===== src/rtl/mulnu_seq_if.sv =====
// Operand/result handshake bundle for the sequential truncated multiplier.
// The master presents operands and consumes products; the slave is the multiplier.
interface mulnu_seq_if #(
  parameter int W  = 8,
  parameter int TW = $clog2(2*W)
) ();
  logic            in_valid;
  logic            in_ready;
  logic [W-1:0]    a;
  logic [W-1:0]    b;
  logic [TW-1:0]   trunc;
  logic            out_valid;
  logic            out_ready;
  logic [2*W-1:0]  o;
  logic            busy;

  modport master (
    output in_valid, a, b, trunc, out_ready,
    input  in_ready, out_valid, o, busy
  );

  modport slave (
    input  in_valid, a, b, trunc, out_ready,
    output in_ready, out_valid, o, busy
  );
endinterface


===== src/rtl/mulnu_seq.sv =====
// Shift-and-add unsigned multiplier, one partial-product row per cycle, with
// optional truncation of the low product columns. Fixed W-cycle CALC phase.
module mulnu_seq #(
  parameter int W  = 8,
  parameter int TW = $clog2(2*W)
) (
  input  logic        clk,
  input  logic        rst,
  mulnu_seq_if.slave  bus
);

  localparam int            JW   = $clog2(W);
  localparam logic [JW-1:0] LAST = JW'(W-1);

  typedef enum logic [1:0] {IDLE, CALC, DONE} state_t;

  state_t          state, state_next;
  logic [W-1:0]    a_q, b_q;
  logic [TW-1:0]   trunc_q;
  logic [2*W-1:0]  acc;
  logic [JW-1:0]   j;
  logic [W-1:0]    row;
  logic [2*W-1:0]  pp;
  logic            accept;
  logic            last_step;

  assign accept    = (state == IDLE) && bus.in_valid;
  assign last_step = (j == LAST);

  // Row j keeps bit i only when its column i+j survives truncation.
  // NOTE: every variable written here gets a default first so no latch is inferred.
  always_comb begin
    row = '0;
    for (int i = 0; i < W; i++) begin
      row[i] = a_q[i] & b_q[j] & ((i + int'(j)) >= int'(trunc_q));
    end
    pp = {{W{1'b0}}, row} << j;
  end

  always_comb begin
    state_next = state;
    unique case (state)
      IDLE:    if (bus.in_valid)  state_next = CALC;
      CALC:    if (last_step)     state_next = DONE;
      DONE:    if (bus.out_ready) state_next = IDLE;
      default:                    state_next = IDLE;
    endcase
  end

  // NOTE: sequential state uses non-blocking assignments only.
  always_ff @(posedge clk) begin
    if (rst) state <= IDLE;
    else     state <= state_next;
  end

  // NOTE: the operand and accumulator registers are reset too, so o and the
  // mask logic never see X after reset.
  always_ff @(posedge clk) begin
    if (rst) begin
      a_q     <= '0;
      b_q     <= '0;
      trunc_q <= '0;
      acc     <= '0;
      j       <= '0;
    end else if (accept) begin
      a_q     <= bus.a;
      b_q     <= bus.b;
      trunc_q <= bus.trunc;
      acc     <= '0;
      j       <= '0;
    end else if (state == CALC) begin
      acc <= acc + pp;
      if (!last_step) j <= j + 1'b1;
    end
  end

  assign bus.in_ready  = (state == IDLE);
  assign bus.busy      = (state != IDLE);
  assign bus.out_valid = (state == DONE);
  assign bus.o         = (state == DONE) ? acc : '0;

endmodule


===== src/flat_wrapper.sv =====
// flat-port wrapper written by rule: the top's interface ports become plain ports
module mulnu_seq_flat 
#(
  parameter int W  = 8,
  parameter int TW = $clog2(2*W)
)
  (clk, rst, bus_in_valid, bus_a, bus_b, bus_trunc, bus_out_ready, bus_in_ready, bus_out_valid, bus_o, bus_busy);
  mulnu_seq_if #(.W(W), .TW(TW)) bus_i ();
  input  logic clk;
  input  logic rst;
  input wire logic [$bits(bus_i.in_valid)-1:0] bus_in_valid;
  input wire logic [$bits(bus_i.a)-1:0] bus_a;
  input wire logic [$bits(bus_i.b)-1:0] bus_b;
  input wire logic [$bits(bus_i.trunc)-1:0] bus_trunc;
  input wire logic [$bits(bus_i.out_ready)-1:0] bus_out_ready;
  output wire logic [$bits(bus_i.in_ready)-1:0] bus_in_ready;
  output wire logic [$bits(bus_i.out_valid)-1:0] bus_out_valid;
  output wire logic [$bits(bus_i.o)-1:0] bus_o;
  output wire logic [$bits(bus_i.busy)-1:0] bus_busy;
  assign bus_i.in_valid = bus_in_valid;
  assign bus_i.a = bus_a;
  assign bus_i.b = bus_b;
  assign bus_i.trunc = bus_trunc;
  assign bus_i.out_ready = bus_out_ready;
  assign bus_in_ready = bus_i.in_ready;
  assign bus_out_valid = bus_i.out_valid;
  assign bus_o = bus_i.o;
  assign bus_busy = bus_i.busy;
  mulnu_seq #(.W(W), .TW(TW)) u_core (.clk(clk), .rst(rst), .bus(bus_i));
endmodule

===== config.mk =====
export PLATFORM = sky130hd
export DESIGN_NAME = mulnu_seq_flat
export DESIGN_NICKNAME = d
export VERILOG_FILES = /design/src/rtl/mulnu_seq_if.sv /design/src/rtl/mulnu_seq.sv /design/src/flat_wrapper.sv
export SDC_FILE = /design/constraint.sdc
export NUM_CORES = 1
export LEC_CHECK = 0
export ABC_AREA = 1
export BUFFER_PORTS_ARGS = -buffer_cell sky130_fd_sc_hd__buf_2
export CORE_UTILIZATION = 25
export DETAILED_ROUTE_END_ITERATION = 8
export GPL_ROUTABILITY_DRIVEN = 1
export GPL_TIMING_DRIVEN = 1
export PLACE_DENSITY = 0.37
export RECOVER_POWER = 25
export SLEW_MARGIN = 20
export SYNTH_ARGS = -nofsm -noshare
export SYNTH_HDL_FRONTEND = slang
export SYNTH_SLANG_ARGS = --single-unit

===== constraint.sdc =====
create_clock -name clk -period 3.8 [get_ports clk]
set_input_delay 0.76 -clock clk [delete_from_list [all_inputs] [get_ports clk]]
set_output_delay 0.76 -clock clk [all_outputs]
set_load 0.05 [all_outputs]

==> results.json <==
{
  "hold_depth": 2,
  "final_layout_size_suffix_gt1_share_pct": 12.7,
  "crit_path_cell_trace": "buf_8 > ha_1 > ha_1 > ha_1 > nand2_1 > inv_1 > nand3_1 > nand3_1 > nand4_1 > nand2_1 > nand2_1 > nor2_1 > ha_1 > nand3_1 > nand2_1 > nand2_1 > nand3_1 > nand2_1 > nand3_1 > nand2_1 > nand3_1 > nand2_1 > inv_1",
  "cpMostUsedCell": "sky130_fd_sc_hd__nand2_1",
  "cellPowerDensity_nw_per_um2": 335,
  "vias_per_cell": 4.56,
  "die_height_um": 120,
  "crit_path_top_delay_cell": "sky130_fd_sc_hd__dfxtp_1",
  "clkSlewWorstSetupHoldPaths_ns": 0.07,
  "fin_nets": 646,
  "die_area_sq_um": 14400,
  "timing_worst_setup_path_type": "reg -> reg",
  "crit_path_max_fanout": 17,
  "worst-endpoint-required_ns": 4.00,
  "regToRegEndpoint": "u_core.acc[11]",
  "fin_setup_tns_ns": 0,
  "register_bit_total_from_synthesis": 41,
  "detailedRoute.firstPassIterationCount": 4,
  "hold_path_class": "reg -> reg",
  "clock-sinks": 41,
  "die_width_um": 120,
  "clockBufferDepth": 2,
  "ff2ff_path_depth": 23,
  "fp.coreArea_sq_um": 13400,
  "finalSetupViolations": 0,
  "global_route.usage.total_pct": 15.4,
  "timing_worst_slew_pin_value_ns": 0.873,
  "drtIter0Drc": 161,
  "postCtsHoldBufs": 0,
  "effective_utilization_at_floorplan_pct": 25.9,
  "synthDistinctLibCells": 31,
  "routed-via-count": 3429,
  "yosys_most_used_dff": "sky130_fd_sc_hd__dfxtp_1",
  "async_reset_ff_share_pct": 0,
  "total_leakage_power_uw": 0.00210,
  "cts_repair_resize_count": 0,
  "critical_path_arrival_ns": 3.62,
  "detail-route-antenna-nets": 0,
  "buffer_ports.inserted": 42,
  "slew_violations": 0,
  "synth_top_area_share_pct": 23.6,
  "flow.area_growth_from_synthesis_pct": 16.9,
  "relSlewSlack_pct": 41.7,
  "vdd.ir_drop.worst_v": 0.000183,
  "finalHoldViolCount": 0,
  "cts_setup_buffers": 0,
  "final_period_util_pct": 90.0,
  "detailed_place_hpwl_um": 7970,
  "routedWlPerCell_um": 13.6,
  "n_antenna_cell": 0,
  "first_global_vias": 3391,
  "netlist_instances": 537,
  "synth.cell_area_sq_um": 3480,
  "synth_top_area_cell": "sky130_fd_sc_hd__dfxtp_1",
  "timing.reg2reg.setup_slack_ns": 0.38,
  "synthesis.nets": 608,
  "tritoncts.num_buffers": 5,
  "weighted_congestion_reported_at_the_end_of_routability_driven_placement": 0.786,
  "endpoint_kind": "flip-flop",
  "crit_path_start_kind": "flip-flop",
  "insertion_delay_ns": 0.30,
  "count_of_flip_flops_with_a_built_in_enable_after_synthesis": 0,
  "fill_cells": 1519,
  "worst_r2r_startpoint": "u_core.j[1]",
  "synth_most_common_cell": "sky130_fd_sc_hd__nand2_1",
  "ranking_of_synthesized_cells_by_area": "sky130_fd_sc_hd__dfxtp_1, sky130_fd_sc_hd__ha_1, sky130_fd_sc_hd__nand2_1, sky130_fd_sc_hd__nand3_1, sky130_fd_sc_hd__inv_1",
  "global_route.overflow_total": 0,
  "cts.htree.levels": 2,
  "grt_start_max_net_pins": 34,
  "synth_commonest_cells": "sky130_fd_sc_hd__nand2_1, sky130_fd_sc_hd__inv_1, sky130_fd_sc_hd__nand3_1",
  "achievable_clock_frequency_mhz": 292,
  "timing.max_cap.violations": 0,
  "yosysSeqAreaShare_pct": 23.6,
  "post_synth.cell_area_avg_sq_um": 6.48,
  "tritoncts": "built",
  "min_to": "u_core.b_q[3]",
  "ios": 43,
  "placementRows": 42,
  "post-route-drc-count": 0,
  "initial_antenna_violation_count": 0,
  "rsz0062_at_grt": "no",
  "root_buffer": "sky130_fd_sc_hd__clkbuf_16",
  "grt_pass1_wl_um": 17400,
  "synthesis.yosys.warnings": 0,
  "power.total_uw": 1360,
  "final.min_clock_period_ns": 3.42,
  "postRouteWirelength_um": 10200,
  "hold_start": "u_core.b_q[3]",
  "run_status": "completed",
  "slowest_delay_ns": 0.33,
  "clock_skew_ns": 0.00715
}
[per-stage QoR]
| step | worst slack (ns) | std cells | area (sq um) | util [%] | hold slack, ns |
|---|---|---|---|---|---|
| floorplan | 0.409 | 537 | 3480 | - | 0.429 |
| global placement | 0.322 | 744 | 3870 | 28.9 | 0.448 |
| detailed placement | 0.311 | 744 | 3870 | 28.9 | 0.454 |
| CTS | 0.269 | 752 | 4040 | 30.1 | 0.465 |
| global route | 0.0193 | 752 | 4070 | 30.3 | 0.497 |
| finish | 0.379 | 752 | 4070 | 30.3 | 0.461 |
[area by class of cell]
cell class	count	area (sq um)	area share (%)
Tap cell	176	220	5.42
Sequential cell	41	822	20.2
Clock buffer	5	125	3.08
Inverter	79	299	7.36
Clock inverter	3	46.3	1.14
Timing Repair Buffer	49	270	6.65
Multi-Input combinational cell	399	2280	56.1
[layout by cell type, fill, tap and decap left out]
master | synthesis | routed
sky130_fd_sc_hd__nand2_1 | 98 | 99
sky130_fd_sc_hd__inv_1 | 75 | 76
sky130_fd_sc_hd__nor2_1 | 61 | 61
sky130_fd_sc_hd__nand3_1 | 62 | 61
sky130_fd_sc_hd__a21oi_1 | 53 | 49
sky130_fd_sc_hd__ha_1 | 46 | 46
sky130_fd_sc_hd__buf_2 | 2 | 42
sky130_fd_sc_hd__dfxtp_1 | 41 | 40
sky130_fd_sc_hd__o21ai_0 | 34 | 34
sky130_fd_sc_hd__nand4_1 | 13 | 13
sky130_fd_sc_hd__xor2_1 | 6 | 6
sky130_fd_sc_hd__buf_4 | 1 | 6
sky130_fd_sc_hd__clkbuf_16 | 0 | 5
sky130_fd_sc_hd__o21bai_1 | 4 | 4
sky130_fd_sc_hd__a21oi_2 | 0 | 4
sky130_fd_sc_hd__nand4_2 | 3 | 3
sky130_fd_sc_hd__nor3_1 | 3 | 3
sky130_fd_sc_hd__a21o_1 | 3 | 3
sky130_fd_sc_hd__xnor2_1 | 3 | 3
sky130_fd_sc_hd__inv_2 | 3 | 2
sky130_fd_sc_hd__nand2b_1 | 2 | 2
sky130_fd_sc_hd__inv_4 | 1 | 1
sky130_fd_sc_hd__nand2_2 | 2 | 1
sky130_fd_sc_hd__nand2_4 | 1 | 1
sky130_fd_sc_hd__nand3_2 | 0 | 1
sky130_fd_sc_hd__or2_2 | 1 | 1
sky130_fd_sc_hd__nor2_2 | 1 | 1
sky130_fd_sc_hd__o21ai_1 | 1 | 1
sky130_fd_sc_hd__a211oi_1 | 1 | 1
sky130_fd_sc_hd__fa_1 | 1 | 1
sky130_fd_sc_hd__bufinv_16 | 0 | 1
sky130_fd_sc_hd__clkinvlp_4 | 0 | 1
sky130_fd_sc_hd__clkinv_4 | 0 | 1
sky130_fd_sc_hd__buf_8 | 1 | 1
sky130_fd_sc_hd__dfxtp_2 | 0 | 1
[kinds of logic after synthesis]
family	after synthesis	share of synthesized area (%)
DFF	41	23.6
buffers and inverters	97	11.3
xor gates and xnor gates	9	2.27
AOI/OAI and AO/OA	96	14.4
adders and majority gates	47	17.1
and+or+nand+nor	247	31.3
[registers in the layout (all words and copies together) (netlist names)]
register and count:
u_core.trunc_q 4, u_core.a_q 8, u_core.j 3, u_core.b_q 8, u_core.state 2, u_core.acc 16
[worst max-delay path, delay by kind of cell (launching register included)]
kind | cells | cell delay [ns]
buffers and inverters | 3 | 0.26
DFF | 1 | 0.33
adders and majority gates | 4 | 1.06
and+or+nand+nor | 16 | 1.66
[power by group]
group          internal (uW)  total (uW)  switching [uW]  leakage [uW]
logic                    124         366             241       0.00169
clock network            312         519             207     0.0000800
registers                459         479            19.9      0.000337
total                    895        1360             468       0.00210
[layer usage]
metal	share of wire, %	up-vias	track usage (%)
met5	0	-	0
li1	-	1836	-
met2	41	61	23.9
met1	54	1524	21.8
met4	1.2	0	4.45
met3	3.8	8	2.47
[worst max path at each step]
stage | startpoint | end | slack, ns | cells after the start
2_1_floorplan | u_core.j[1] | u_core.acc[13] | 0.41 | 22
3_3_place_gp | u_core.j[2] | u_core.acc[12] | 0.32 | 22
3_5_place_dp | u_core.j[2] | u_core.acc[12] | 0.31 | 22
4_1_cts | u_core.j[2] | u_core.acc[12] | 0.27 | 22
5_1_grt | u_core.j[1] | u_core.acc[13] | 0.02 | 22
6_report | u_core.j[1] | u_core.acc[11] | 0.38 | 23
No activity file was read; power rests on OpenSTA's default activity.
